## src/rtl/prefetch_unit.sv

```systemverilog
// rtl/prefetch_unit.sv - 6502 instruction prefetch queue with pipelined byte-beat fetch and redirect flush
module prefetch_unit #(
  parameter int                       MEM_ADDR_SIZE   = 16,
  parameter int                       BEAT_BYTES      = 1,
  parameter int                       QUEUE_BYTES     = 8,
  parameter int                       MAX_OUTSTANDING = 2,
  parameter logic [MEM_ADDR_SIZE-1:0] RESET_ADDR      = 'h8000
) (
  input  logic                       clk_i,
  input  logic                       rst_i,
  input  logic                       redirect_i,
  input  logic [MEM_ADDR_SIZE-1:0]   redirect_addr_i,
  output logic                       mem_req_o,
  output logic [MEM_ADDR_SIZE-1:0]   mem_addr_o,
  input  logic                       mem_ready_i,
  input  logic                       mem_rvalid_i,
  input  logic [8*BEAT_BYTES-1:0]    mem_rdata_i,
  output logic                       instr_valid_o,
  output logic [7:0]                 instr_o,
  output logic [15:0]                data_o,
  output logic [1:0]                 instr_len_o,
  output logic [MEM_ADDR_SIZE-1:0]   instr_pc_o,
  input  logic                       id_ready_i
);

  localparam int PW = $clog2(QUEUE_BYTES);
  localparam int CW = PW + 1;
  localparam int OW = 3;

  // Instruction length from the 6502 opcode map (aaabbbcc layout); undefined opcodes are 1 byte.
  function automatic logic [1:0] opcode_len(input logic [7:0] op);
    logic [2:0] bbb;
    logic [1:0] len;
    bbb = op[4:2];
    len = 2'd1;
    case (op[1:0])
      2'b01: begin
        if (bbb == 3'b011 || bbb == 3'b110 || bbb == 3'b111) len = 2'd3;
        else if (op != 8'h89) len = 2'd2;
      end
      2'b10: begin
        if (bbb == 3'b001 || bbb == 3'b101 || op == 8'hA2) len = 2'd2;
        else if (bbb == 3'b011 || (bbb == 3'b111 && op != 8'h9E)) len = 2'd3;
      end
      2'b00: begin
        if (bbb == 3'b100) len = 2'd2;
        else if (op == 8'h20 || op == 8'hBC || (bbb == 3'b011 && op != 8'h0C)) len = 2'd3;
        else if (op inside {8'hA0, 8'hC0, 8'hE0, 8'h24, 8'h84, 8'hA4, 8'hC4, 8'hE4, 8'h94, 8'hB4})
          len = 2'd2;
      end
      default: len = 2'd1;
    endcase
    return len;
  endfunction

  logic [7:0]               queue_mem [QUEUE_BYTES];
  logic [PW-1:0]            rd_ptr;
  logic [PW-1:0]            wr_ptr;
  logic [CW-1:0]            count;
  logic [OW-1:0]            outstanding;
  logic [OW-1:0]            drop_cnt;
  logic [MEM_ADDR_SIZE-1:0] fetch_addr;
  logic [MEM_ADDR_SIZE-1:0] head_pc;

  logic [7:0]  byte0;
  logic [7:0]  byte1;
  logic [7:0]  byte2;
  logic [31:0] free_bytes;
  logic [31:0] need_bytes;
  logic        accept;
  logic        write_en;
  logic        pop_en;
  logic [CW-1:0] written;
  logic [CW-1:0] popped;
  logic [OW-1:0] accept_inc;
  logic [OW-1:0] rvalid_dec;

  assign byte0 = queue_mem[rd_ptr];
  assign byte1 = queue_mem[rd_ptr + PW'(1)];
  assign byte2 = queue_mem[rd_ptr + PW'(2)];

  assign instr_o       = byte0;
  assign instr_len_o   = opcode_len(byte0);
  assign data_o        = {(instr_len_o == 2'd3) ? byte2 : 8'h00,
                          (instr_len_o >= 2'd2) ? byte1 : 8'h00};
  assign instr_valid_o = (count != '0) && (count >= CW'(instr_len_o));
  assign instr_pc_o    = head_pc;
  assign mem_addr_o    = fetch_addr;

  // Space is reserved for every in-flight beat, so a response can always be written.
  assign free_bytes = 32'(QUEUE_BYTES) - 32'(count);
  assign need_bytes = (32'(outstanding) + 32'd1) * 32'(BEAT_BYTES);
  assign mem_req_o  = !rst_i && !redirect_i &&
                      (32'(outstanding) < 32'(MAX_OUTSTANDING)) &&
                      (free_bytes >= need_bytes);

  assign accept     = mem_req_o && mem_ready_i;
  assign write_en   = !rst_i && !redirect_i && mem_rvalid_i && (drop_cnt == '0);
  assign pop_en     = !rst_i && !redirect_i && instr_valid_o && id_ready_i;
  assign written    = write_en ? CW'(BEAT_BYTES) : '0;
  assign popped     = pop_en ? CW'(instr_len_o) : '0;
  assign accept_inc = {{(OW-1){1'b0}}, accept};
  assign rvalid_dec = {{(OW-1){1'b0}}, mem_rvalid_i};

  // Byte storage: each accepted beat lands little-endian starting at the write pointer.
  always_ff @(posedge clk_i) begin
    if (write_en) begin
      for (int k = 0; k < BEAT_BYTES; k++) begin
        queue_mem[wr_ptr + PW'(k)] <= mem_rdata_i[8*k +: 8];
      end
    end
  end

  // Queue pointers, occupancy, request tracking and PCs; redirect flushes and marks in-flight beats stale.
  always_ff @(posedge clk_i) begin
    if (rst_i) begin
      rd_ptr      <= '0;
      wr_ptr      <= '0;
      count       <= '0;
      outstanding <= '0;
      drop_cnt    <= '0;
      fetch_addr  <= RESET_ADDR;
      head_pc     <= RESET_ADDR;
    end else begin
      outstanding <= outstanding + accept_inc - rvalid_dec;
      if (redirect_i) begin
        rd_ptr     <= '0;
        wr_ptr     <= '0;
        count      <= '0;
        drop_cnt   <= outstanding - rvalid_dec;
        fetch_addr <= redirect_addr_i;
        head_pc    <= redirect_addr_i;
      end else begin
        if (accept) fetch_addr <= fetch_addr + MEM_ADDR_SIZE'(BEAT_BYTES);
        if (mem_rvalid_i && drop_cnt != '0) drop_cnt <= drop_cnt - 1'b1;
        if (write_en) wr_ptr <= wr_ptr + PW'(BEAT_BYTES);
        if (pop_en) begin
          rd_ptr  <= rd_ptr + PW'(instr_len_o);
          head_pc <= head_pc + MEM_ADDR_SIZE'(instr_len_o);
        end
        count <= count + written - popped;
      end
    end
  end

endmodule

```

## config.mk

```make
export PLATFORM = sky130hd
export DESIGN_NAME = prefetch_unit
export DESIGN_NICKNAME = d
export VERILOG_FILES = /design/src/rtl/prefetch_unit.sv
export SDC_FILE = /design/constraint.sdc
export NUM_CORES = 1
export LEC_CHECK = 0
export CAP_MARGIN = 30
export CORE_MARGIN = 2
export CORE_UTILIZATION = 61
export DETAILED_ROUTE_END_ITERATION = 10
export GPL_TIMING_DRIVEN = 0
export PLACE_DENSITY = 0.91
export REMOVE_ABC_BUFFERS = 1
export SYNTH_ARGS = -nofsm -noshare
export SYNTH_HDL_FRONTEND = slang
export SYNTH_SLANG_ARGS = --single-unit
```

## constraint.sdc

```tcl
create_clock -name clk_i -period 12.9 [get_ports clk_i]
set_input_delay 3.225 -clock clk_i [delete_from_list [all_inputs] [get_ports clk_i]]
set_output_delay 3.225 -clock clk_i [all_outputs]
set_load 0.1 [all_outputs]
```

After elaboration in Yosys (flattened, before gate mapping)
Memory sizes are Yosys's and may differ from the RTL's. A register that Yosys moved wholly into a read port is not among the register bits.
Index checks and enable logic that the tools add are counted.

word-level totals
  memories = 1
  RAM bits = 64
  register bits after elaboration = 48
  logic and storage cells = 103
  output and inout port bits = 60

memory list
  name       depth  bits a word  read ports  clocked after Yosys merged registers in  wr ports  RTL line  text
  queue_mem  8      8            3           1                                        1         56        logic [7:0] queue_mem [QUEUE_BYTES];

cells by class
  add/sub/neg operators = 14
  equal/unequal tests = 25
  mux-type cells = 22
  reductions and logical operators = 30
  magnitude comparators = 4

operator list
  kind                                                   number
  == test 8 bit, second input constant                   11
  two-way mux 16 bit                                     4
  >= comparator 32 x 4 -> 1 bit                          1
  adder 16 x 1 -> 16 bit, second input constant          1
  adder 16 x 2 -> 16 bit                                 1
  == test 8 x 6 -> 1 bit, second input constant          2
  two-way mux 2 bit                                      8
  two-way mux 8 bit                                      2
  inequality test 8 bit, second input constant           2
  == test 3 bit, second input constant                   4
  logical AND 1 bit                                      12
  two-way mux 3 bit                                      4
  nonzero test 10 bit                                    1
  inequality test 8 x 4 -> 1 bit, second input constant  1
  logical OR 1 bit                                       7
  adder 3 x 1 -> 3 bit, second input constant            2
  one-hot mux 2 bit (3 select lines)                     1
  nonzero test 2 bit                                     3
  subtractor 3 x 1 -> 3 bit                              2
  subtractor 4 x 4 -> 5 bit, first input constant        1
  adder 3 x 1 -> 4 bit, second input constant            1
  adder 4 x 1 -> 4 bit                                   1
  == test 2 bit, second input constant                   2
  >= comparator 4 x 2 -> 1 bit                           1
  17 further kinds                                       20

Depth between registers and ports, before layout
  depth in word-level cells = 12
  depth in mapped cells = 23

Least setup slack after synthesis
Ideal clock, no wire load.

  kind = reg2out
  start = reg with a tool-made name
  end = out instr_valid_o
  data required time = 9675 ps
  path slack = 4648 ps
  data arrival time = 5027 ps
  stages on the path, launching flop included = 13
  cell sequence = dfxtp_1 -> buf_2 -> mux4_2 -> mux2i_4 -> inv_1 -> a211oi_1 -> a22oi_1 -> o21ai_2 -> inv_1 -> ha_1 -> nand2b_1 -> a21oi_1 -> o21ai_1

RTL lines
  item       RTL line  text
  to (decl)  18        output logic instr_valid_o,

Worst setup path after layout
  start = in redirect_i
  end = out mem_req_o

on the way
  word-level cells in the longest chain between the ends = 4

ends and longest elaborated chain
  item                            RTL line  text
  from (decl)                     11        input logic redirect_i,
  logical NOT 1 bit               93        assign mem_req_o = !rst_i && !redirect_i &&
  logical AND 1 bit (2 in a row)  93
  logical AND 1 bit               94        (32'(outstanding) < 32'(MAX_OUTSTANDING)) &&
  to (decl)                       13        output logic mem_req_o,

No other way between the ends.

==> impl_results.md <==
- Status: completed
- Vias: 5,841
- Post-CTS Setup Inserts: 0
- Global-route wire length before repair: 29,000 um
- Hold Path Stages: 2
- Fin. Hold Viols: 0
- Ant. Diodes: 0
- Crit path depth: 5
- Logic pwr share: 18.2%
- Worst path max stage delay: 1.14 ns
- Post-route ant nets: 0
- Worst Tran Pin Value: 1.14 ns
- GPL Wtd Cong: 0.874
- Final TNS setup: 0 ns
- Post-route setup slack: 3.39 ns
- Num Clock Sinks: 115
- Leakage: 3.00 nW
- Fin. max-slew vios: 0
- DRC viols: 0
- Clock latency on the worst-skew pair: 0.42 ns
- EDFF count, synth: 64
- Switching power: 0.000313 W
- Clock Tree Root: clkbuf_16
- Clk_skew: 0.00814 ns
- Clk slew on worst S/H paths: 0.05 ns
- PortBufs: 89
- Relative slew slack: 23.8%
- Pin count of the biggest net entering global routing: 38
- Worst R2R Path Depth: 20
- Final setup violation count: 0
- H-Tree Level Count: 4
- Core ar.: 11,400 um^2
- First DRT Iteration DRCs: 622
- CP delay by family, top: buffers and inverters
- MaxCap Viol Count: 0
- Vias/cell: 6.49
- Chip width: 112 um
- Most frequent cells in the layout: clkdlybuf4s50_1, edfxtp_1, nor2_1, nand2_1, dfxtp_1
- Avg WL per Cell: 21.0 um
- Placed cells: 864
- Final worst path period share: 73.7%
- Syn avg cell area: 10.7 um^2
- Row cnt: 39
- Yosys reg bits: 115
- Buf+Inv Stages, Crit Path: 2
- Period minus WS final: 9.51 ns
- Fin util: 77.3%
- Non-filler cells in the finished layout: 900
- Crit path DAT: 6.29 ns
- Num CTS Buffers: 17
- Post-CTS Resized: 0
- Startpoint types: primary input
- Path type of the worst setup path: in2out
- Post-synth ARST share: 0%
- Die area: 12,500 um^2
- Global route overflow: 0
- Setup crit end: mem_req_o
- CP max-delay cell: clkdlybuf4s50_1
- Post-CTS Hold Fix Bufs: 0
- Clock power share: 44.6%
- Critical Path Source: redirect_i
- Router iterations before antenna repair: 7
- Max VDD drop: 0.110 mV
- Worst Path Required: 9.68 ns
- RSZ-0062 raised after global routing: no
- # IOs: 90
- Area grow syn2layout: 24.2%
- Share of layout cells above drive strength 1: 13.9%
- Sequential power share: 37.1%
- Yosys synthesis warning count: 0
- Antenna violations before repair: 0
- FMAX: 105 MHz
- Synth Cell Area: 7080 um^2
- Vias in the first global route: 5,860
- CTS tree: done
- Nets: 807
- Gr usage total: 29.7%
- Routed WL: 18,900 um
- Sw Share: 27.9%
- Most common cell after layout, fill and taps aside: clkdlybuf4s50_1
- Critical path cell sequence: clkdlybuf4s50_1, nor2_1, and2_1, and2_1, clkdlybuf4s50_1
- Pre-CTS WS: 3.48 ns
- Post-DP HPWL: 12,400 um
- Seq/Total Area, Yosys: 41.6%
- Pint: 0.000808 W
- Yosys cell types: 64
- Worst-path fanout max: 24
- Setup crit end kind: primary output
- Die H: 112 um
- FF-to-FF End: count[3]
- Most used flip-flop cell after synthesis: edfxtp_1
- Clock tree buffer depth: 2
- Post-Synthesis Cells: 663
- Initial Util: 62.3%
- Pwr Density: 128 nW/um^2
- Setup slack on the worst flop-to-flop path: 6.66 ns
- Min-Delay Path Class: reg2reg
-- power by group through the flow --
stage	clock (W)	sequential, W	combinational (W)
6_report	0.000501	0.000416	0.000205
5_1_grt	0.000518	0.000418	0.000217
4_1_cts	0.000501	0.000415	0.000204
3_5_place_dp	0	0.000422	0.000201
3_3_place_gp	0	0.000421	0.000191
2_1_floorplan	0	0.000466	0.0000976
-- area by class of cell --
type / instances / area, um^2
Fill cell: 694 / 2580
Sequential cell: 115 / 2940
Clock buffer: 18 / 439
Tap cell: 143 / 179
Clock inverter: 14 / 190
Timing Repair Buffer: 98 / 1090
Inverter: 41 / 154
Multi-Input combinational cell: 471 / 3800
-- state kept, by name, summed over array words and instances, names as in the netlist, named ones only --
register,cells
rd_ptr,3
count,4
drop_cnt,3
queue_mem,64
wr_ptr,3
mem_addr_o,16
instr_pc_o,16
outstanding,3
-- worst min-delay path by stage --
stage | start | slack [ns] | to
floorplan | wr_ptr[0] | 0.52 | wr_ptr[0]
global placement | mem_addr_o[1] | 0.51 | mem_addr_o[1]
detailed placement | mem_addr_o[1] | 0.52 | mem_addr_o[1]
CTS | mem_addr_o[1] | 0.54 | mem_addr_o[1]
global route | mem_addr_o[14] | 0.56 | mem_addr_o[14]
finish | mem_addr_o[1] | 0.53 | mem_addr_o[1]
-- Yosys cell counts, types with 4 or more instances --
master	number	area share [%]
a211oi_1	8	0.85
a21boi_0	7	0.74
a21oi_1	32	2.3
a21oi_2	8	0.99
a31oi_1	12	1.1
and2_1	5	0.44
and3_1	7	0.62
and4_1	4	0.49
buf_2	4	0.28
buf_6	4	0.64
clkbuf_1	22	1.2
dfxtp_1	51	14
edfxtp_1	64	27
fa_1	4	1.1
ha_1	29	5.1
inv_1	37	2.0
inv_2	4	0.21
mux2_2	4	0.64
mux2i_1	21	3.0
mux2i_4	4	1.3
mux4_2	37	12
nand2_1	53	2.8
nand2b_1	4	0.35
nand3_1	22	1.6
nand4_1	10	0.88
nor2_1	62	3.3
nor2b_1	9	0.80
nor3_1	30	2.1
nor3b_1	4	0.42
o21a_1	4	0.42
o21ai_0	18	1.3
or3_1	6	0.53
xnor2_1	20	2.5
xor2_1	5	0.62
-- worst reg2reg max path, cell delays in order (launching register included) --
cell	delay (ns)
dfxtp_1	0.55
buf_16	0.21
mux4_2	0.55
mux2i_4	0.30
nand2_1	0.11
o311ai_0	0.36
nand2_1	0.11
o21ai_2	0.60
inv_1	0.28
ha_1	0.36
nand2b_1	0.10
a21oi_1	0.07
o21ai_1	0.54
nand2_1	0.38
or3_1	0.42
ha_1	0.31
ha_1	0.29
a21o_1	0.17
a21oi_1	0.18
xnor2_1	0.14
nor2_1	0.06
-- per-stage QoR --
| step | total power (W) | hold slack, ns | area [um^2] |
|---|---|---|---|
| after floorplan | 0.000563 | 0.522 | 6880 |
| after global placement | 0.000612 | 0.508 | 7950 |
| after detailed placement | 0.000623 | 0.519 | 8100 |
| after CTS | 0.00112 | 0.536 | 8720 |
| after global routing | 0.00115 | 0.564 | 8790 |
| final | 0.00112 | 0.534 | 8790 |
-- per-layer routing --
metal,global-route usage [%],share of wire (%),up-vias
met5,0,0,-
met4,13.6,3.3,0
met3,7.78,9.4,70
met2,52.5,52,377
met1,33.8,36,2759
li1,-,-,2635
-- kinds of logic after synthesis --
family	after synthesis	share of synthesized area (%)
AND/OR/NAND/NOR	228	15.7
AO/OA/AOI/OAI	115	10.7
flip-flops	115	41.6
buffers and inverters	77	4.91
multiplexers	70	17.8
adder cells (fa/ha/maj)	33	6.26
XOR/XNOR	25	3.09
(Power assumes the default switching activity.)
